$ cat src/rtl/keypad_scanner.sv
`default_nettype none
`timescale 1ns/1ps
// ============================================================================
// keypad_scanner -- matrix keypad scanner with press/release debounce, key
// encoding and ghost lockout; auto-repeat when KEYPAD_REPEAT_EN is defined.
// Revision: 1.0
// ============================================================================
module keypad_scanner #(
  parameter int NUM_ROWS        = 4,
  parameter int NUM_COLS        = 4,
  parameter int DEBOUNCE_CYCLES = 2,
  parameter int REPEAT_DELAY    = 50,
  parameter int REPEAT_PERIOD   = 10
) (
  input  logic                                  clk,
  input  logic                                  nRst,
  input  logic [NUM_ROWS-1:0]                   read_row,
  output logic [NUM_COLS-1:0]                   scan_col,
  output logic [NUM_ROWS+NUM_COLS-1:0]          cur_key,
  output logic [$clog2(NUM_ROWS*NUM_COLS)-1:0]  key_code,
  output logic                                  strobe,
  output logic                                  release_o,
  output logic                                  held,
  output logic                                  multi_err
);
  localparam int c_KEY_W = $clog2(NUM_ROWS*NUM_COLS);
  localparam int c_CNT_W = (DEBOUNCE_CYCLES > 1) ? $clog2(DEBOUNCE_CYCLES) : 1;
  localparam logic [c_CNT_W-1:0]  c_CNT_LAST  = c_CNT_W'(DEBOUNCE_CYCLES - 1);
  localparam logic [NUM_COLS-1:0] c_COL_FIRST = {1'b1, {(NUM_COLS-1){1'b0}}};

  typedef enum logic [2:0] {
    SCAN      = 3'd0,
    DEB_PRESS = 3'd1,
    PRESSED   = 3'd2,
    DEB_REL   = 3'd3,
    LOCKOUT   = 3'd4
  } state_t;

  state_t                         r_state, w_state;
  logic [NUM_COLS-1:0]            r_col, w_col;
  logic [NUM_ROWS-1:0]            r_snap, w_snap;
  logic [c_CNT_W-1:0]             r_cnt, w_cnt;
  logic [NUM_ROWS+NUM_COLS-1:0]   r_cur_key, w_cur_key;
  logic [c_KEY_W-1:0]             r_key_code, w_key_code;
  logic                           r_strobe, w_strobe;
  logic                           r_release, w_release;
  logic                           r_held, w_held;
  logic                           r_multi, w_multi;

  logic [NUM_COLS-1:0]            w_col_rot;
  logic                           w_cnt_done;
  logic                           w_snap_multi;
  logic [c_KEY_W-1:0]             w_code;
  int                             w_row_idx;
  int                             w_col_idx;

  assign w_col_rot    = {r_col[0], r_col[NUM_COLS-1:1]};
  assign w_cnt_done   = (r_cnt == c_CNT_LAST);
  assign w_snap_multi = |(r_snap & (r_snap - 1'b1));

  // Indices count from the MSB, so bit i maps to position WIDTH-1-i.
  always_comb begin
    w_row_idx = 0;
    w_col_idx = 0;
    for (int i = 0; i < NUM_ROWS; i++) if (r_snap[i]) w_row_idx = NUM_ROWS - 1 - i;
    for (int j = 0; j < NUM_COLS; j++) if (r_col[j])  w_col_idx = NUM_COLS - 1 - j;
    w_code = c_KEY_W'(w_row_idx * NUM_COLS + w_col_idx);
  end

`ifdef KEYPAD_REPEAT_EN
  localparam int c_REP_MAX = (REPEAT_DELAY > REPEAT_PERIOD) ? REPEAT_DELAY : REPEAT_PERIOD;
  localparam int c_REP_W   = (c_REP_MAX > 1) ? $clog2(c_REP_MAX) : 1;
  localparam logic [c_REP_W-1:0] c_DELAY_LAST  = c_REP_W'(REPEAT_DELAY - 1);
  localparam logic [c_REP_W-1:0] c_PERIOD_LAST = c_REP_W'(REPEAT_PERIOD - 1);

  logic [c_REP_W-1:0] r_rep_cnt, w_rep_cnt;
  logic               r_rep_run, w_rep_run;

  always_ff @(posedge clk) begin
    if (!nRst) begin
      r_rep_cnt <= '0;
      r_rep_run <= 1'b0;
    end else begin
      r_rep_cnt <= w_rep_cnt;
      r_rep_run <= w_rep_run;
    end
  end
`endif

  always_comb begin
    w_state    = r_state;
    w_col      = r_col;
    w_snap     = r_snap;
    w_cnt      = r_cnt;
    w_cur_key  = r_cur_key;
    w_key_code = r_key_code;
    w_held     = r_held;
    w_strobe   = 1'b0;
    w_release  = 1'b0;
    w_multi    = 1'b0;
`ifdef KEYPAD_REPEAT_EN
    // Repeat timing only survives while PRESSED stays stable.
    w_rep_cnt  = '0;
    w_rep_run  = 1'b0;
`endif
    case (r_state)
      SCAN: begin
        if (r_col == '0) begin
          w_col = c_COL_FIRST;
        end else if (read_row != '0) begin
          w_state = DEB_PRESS;
          w_snap  = read_row;
          w_cnt   = '0;
        end else begin
          w_col = w_col_rot;
        end
      end
      DEB_PRESS: begin
        if (read_row != r_snap) begin
          w_state = SCAN;
          w_col   = w_col_rot;
        end else if (w_cnt_done) begin
          if (w_snap_multi) begin
            w_state = LOCKOUT;
            w_multi = 1'b1;
            w_cnt   = '0;
          end else begin
            w_state    = PRESSED;
            w_cur_key  = {r_snap, r_col};
            w_key_code = w_code;
            w_held     = 1'b1;
            w_strobe   = 1'b1;
          end
        end else begin
          w_cnt = r_cnt + 1'b1;
        end
      end
      PRESSED: begin
        if (read_row != r_snap) begin
          w_state = DEB_REL;
          w_cnt   = '0;
        end
`ifdef KEYPAD_REPEAT_EN
        else begin
          w_rep_run = r_rep_run;
          if (r_rep_cnt == (r_rep_run ? c_PERIOD_LAST : c_DELAY_LAST)) begin
            w_strobe  = 1'b1;
            w_rep_run = 1'b1;
          end else begin
            w_rep_cnt = r_rep_cnt + 1'b1;
          end
        end
`endif
      end
      DEB_REL: begin
        if (read_row == '0) begin
          if (w_cnt_done) begin
            w_state    = SCAN;
            w_col      = w_col_rot;
            w_cur_key  = '0;
            w_key_code = '0;
            w_held     = 1'b0;
            w_release  = 1'b1;
          end else begin
            w_cnt = r_cnt + 1'b1;
          end
        end else if (read_row == r_snap) begin
          w_state = PRESSED;
        end else begin
          w_cnt = '0;
        end
      end
      LOCKOUT: begin
        if (read_row == '0) begin
          if (w_cnt_done) begin
            w_state = SCAN;
            w_col   = w_col_rot;
          end else begin
            w_cnt = r_cnt + 1'b1;
          end
        end else begin
          w_cnt = '0;
        end
      end
      default: w_state = SCAN;
    endcase
  end

  always_ff @(posedge clk) begin
    if (!nRst) begin
      r_state    <= SCAN;
      r_col      <= '0;
      r_snap     <= '0;
      r_cnt      <= '0;
      r_cur_key  <= '0;
      r_key_code <= '0;
      r_strobe   <= 1'b0;
      r_release  <= 1'b0;
      r_held     <= 1'b0;
      r_multi    <= 1'b0;
    end else begin
      r_state    <= w_state;
      r_col      <= w_col;
      r_snap     <= w_snap;
      r_cnt      <= w_cnt;
      r_cur_key  <= w_cur_key;
      r_key_code <= w_key_code;
      r_strobe   <= w_strobe;
      r_release  <= w_release;
      r_held     <= w_held;
      r_multi    <= w_multi;
    end
  end

  assign scan_col  = r_col;
  assign cur_key   = r_cur_key;
  assign key_code  = r_key_code;
  assign strobe    = r_strobe;
  assign release_o = r_release;
  assign held      = r_held;
  assign multi_err = r_multi;

endmodule
`default_nettype wire

$ cat config.mk
export PLATFORM = sky130hd
export DESIGN_NAME = keypad_scanner
export DESIGN_NICKNAME = d
export VERILOG_FILES = /design/src/rtl/keypad_scanner.sv
export SDC_FILE = /design/constraint.sdc
export NUM_CORES = 1
export LEC_CHECK = 0
export CAP_MARGIN = 30
export CORE_MARGIN = 4
export CORE_UTILIZATION = 51
export CTS_CLUSTER_SIZE = 8
export DETAILED_ROUTE_END_ITERATION = 6
export PLACE_DENSITY = 0.78
export SLEW_MARGIN = 20
export SYNTH_ARGS = -nofsm -noshare
export SYNTH_HDL_FRONTEND = slang
export SYNTH_SLANG_ARGS = --single-unit
$ cat constraint.sdc
create_clock -name clk -period 2.85 [get_ports clk]
set_input_delay 0.7125 -clock clk [delete_from_list [all_inputs] [get_ports clk]]
set_output_delay 0.7125 -clock clk [all_outputs]
set_load 0.01 [all_outputs]
==> flow_metrics.py <==
metrics = {
    "yosys": {
        "yosysTopAreaCellShare_pct": 40.2,
        "synth_edf_count": 0,
        "synth.avg_cell_area_um2": 8.40,
        "syn-instance-count": 166,
        "synth.cell_area_um2": 1400,
        "synthTopCellsByArea": "dfxtp_1, mux2i_1, nand3_1",
        "synth_commonest_cells": "dfxtp_1, nand3_1, nor2_1",
        "syn-num-nets": 172,
        "async_reset_ff_share_pct": 0,
        "yosysUniqueCellTypes": 40,
        "yosys_warnings": 0,
        "ys_ff_latch": 28,
        "yosysMostFrequentCell": "dfxtp_1",
        "synth_ff_type": "dfxtp_1",
        "yosys.area.top_type": "dfxtp_1",
        "ys_seq_area_share_pct": 40.2,
    },
    "routing": {
        "dr_total_vias": 1357,
        "drt_iter0_markers": 62,
        "first_pass_iters": 4,
        "drt-total-wl_mm": 3.45,
        "ant_nets": 0,
        "wl_per_cell_um": 16.0,
        "vias_per_cell": 6.28,
        "drc": 0,
    },
    "worst_setup_path": {
        "critPathMaxFanout": 5,
        "start_kind": "input port",
        "reg2reg_depth": 5,
        "cp_data_required_time_ns": 3.13,
        "path_cells": "clkdlybuf4s50_1 -> or4_4 -> nor2_4 -> o221ai_2 -> or4_1 -> a21oi_1",
        "slowest_stage": "or4_4",
        "r2r_end": "key_code[0]",
        "r2r_slack_ns": 0.68,
        "r2r-start": "r_state[0]",
        "critPathMaxStageDelay_ns": 0.60,
        "cp-end-kind": "register",
        "path_class": "in -> reg",
        "worstPathArrival_ns": 2.72,
    },
    "sta": {
        "relSlewSlack_pct": 53.2,
        "whs_ns": 0.485,
        "hold_viol_final": 0,
        "skew_ns": 0.00304,
        "rsz0062_at_grt": "false",
        "setup_violations": 0,
        "worst_slack_ns": 0.414,
        "tightest_slew_ns": 0.696,
        "period_needed_ns": 2.44,
        "tns_ns": 0,
        "maxClockFrequency_mhz": 410,
        "min_period_over_period_pct": 85.5,
        "maxSlewViolCount": 0,
    },
    "final_layout": {
        "fin_nets": 193,
        "regArea_um2": 561,
        "stdcell_count": 216,
        "multiInputGateArea_um2": 759,
        "fillCellCount": 222,
        "drive_above_1_share_pct": 8.06,
        "syn2layout_area_growth_pct": 23.0,
        "antennaDiodeCount": 0,
    },
    "clock_tree": {
        "cts_root_buf": "clkbuf_4",
        "cts_buffers": 3,
        "ctsHoldBuffers": 0,
        "cts_setup_buffers": 0,
        "htree_num_levels": 1,
        "ctsResizeCount": 0,
        "cts.clk_slew.worst_paths_ns": 0.15,
        "clockBufferDepth": 2,
        "insertion_delay_ns": 0.34,
        "cts_tree": "yes",
        "cts_sinks": 28,
    },
    "global_route": {
        "grt_overflow": 0,
        "antenna_found_initial": 0,
        "grt_max_degree": 25,
        "grtUsageMet1_pct": 27.4,
        "grt_pass1_wl_mm": 5.75,
        "grt_most_used_layer": "met2",
        "grt_pass1_vias": 1287,
        "groute.layer.met3.usage_pct": 3.02,
        "global_route.usage.met2_pct": 33.0,
        "track_usage_pct": 20.7,
    },
    "floorplan": {
        "boundaryPins": 26,
        "dieArea_um2": 3640,
        "coreArea_um2": 2540,
        "dieWidth_um": 60.3,
        "die_h_um": 60.3,
        "initial_utilization_pct": 54.8,
        "rows": 18,
    },
    "pwr": {
        "power_mw": 1.26,
        "peakVddDrop_uv": 536,
        "p_leak_nw": 0.639,
        "p_per_area_nw_per_um2": 734,
    },
    "placed_design": {
        "gp_congestion": 0.961,
        "port_buffers": 25,
        "dp.cells": 212,
        "dpl_worst_slack_ns": 0.0675,
        "dp_hpwl_mm": 2.46,
    },
    "min_path": {
        "hold_depth": 2,
        "hold_class": "reg -> reg",
        "hold_path_end": "cur_key[1]",
        "hold_start": "cur_key[1]",
    },
    "outcome": {
        "outcome": "finished clean",
    },
    "flow_run": {
        "max_cap_viol_count": 0,
    },
}
## state kept, by name (all words and copies together) (netlist names)
signal,count
r_cnt,1
key_code,4
cur_key,8
held,1
r_state,3
release_o,1
strobe,1
multi_err,1
r_snap,4
scan_col,4
## routing by layer
metal	wire, um	vias to the layer above	share of wire (%)
met2	1690	69	49
met3	254	4	7.4
met1	1460	640	42
met5	0	-	0
met4	46	0	1.3
li1	-	644	-
## cells in the final DEF (no fill, tap or decap), types with 7 or more instances in the layout
master | synthesis | routed
a21oi_1 | 9 | 9
clkdlybuf4s50_1 | 0 | 25
dfxtp_1 | 28 | 28
mux2i_1 | 11 | 11
nand2_1 | 11 | 11
nand3_1 | 15 | 15
nor2_1 | 14 | 14
o21ai_0 | 11 | 11
o31ai_1 | 7 | 7
## report_power, final
group / internal (mW) / switching [mW] / total (mW)
clock network: 0.142 / 0.124 / 0.266
logic: 0.222 / 0.250 / 0.472
registers: 0.437 / 0.0853 / 0.522
total: 0.801 / 0.459 / 1.26
## how the worst max path moves through the flow
stage | startpoint | end | slack [ns]
after detailed placement | read_row[0] | key_code[0] | 0.07
after CTS | read_row[0] | key_code[0] | 0.42
after global routing | read_row[0] | key_code[0] | 0.37
after floorplan | read_row[3] | key_code[0] | 0.62
after global placement | read_row[0] | key_code[0] | 0.16
final | read_row[0] | key_code[0] | 0.41
## stage by stage
| stage | utilization, % | area, um^2 |
|---|---|---|
| 2_1_floorplan | - | 1400 |
| 3_3_place_gp | 65.4 | 1660 |
| 3_5_place_dp | 65.4 | 1660 |
| 4_1_cts | 67.5 | 1720 |
| 5_1_grt | 67.5 | 1720 |
| 6_report | 67.5 | 1720 |
## logic make-up (layout without fill, tap and decap cells)
family	count (synthesis)	after routing	share of synthesized area, %
flip-flops	28	28	40.2
AO/OA/AOI/OAI	40	40	19.8
buffers and inverters	19	39	5.38
XOR/XNOR	4	4	2.51
multiplexers	11	11	7.89
AND/OR/NAND/NOR	64	64	24.2
## worst max-delay path, delay by kind of cell
family          cells  cell delay [ns]
simple gates        3             1.23
compound gates      2             0.30
buf+inv             1             0.48
## layout make-up
class	instances	area share, %
clock buffers	3	1.31
clock inverters	1	1.75
inverters	5	1.09
multi-input cells	119	44.2
flip-flops and latches	28	32.7
well taps	30	2.19
repair buffers	30	16.8
(Power assumes the default switching activity.)
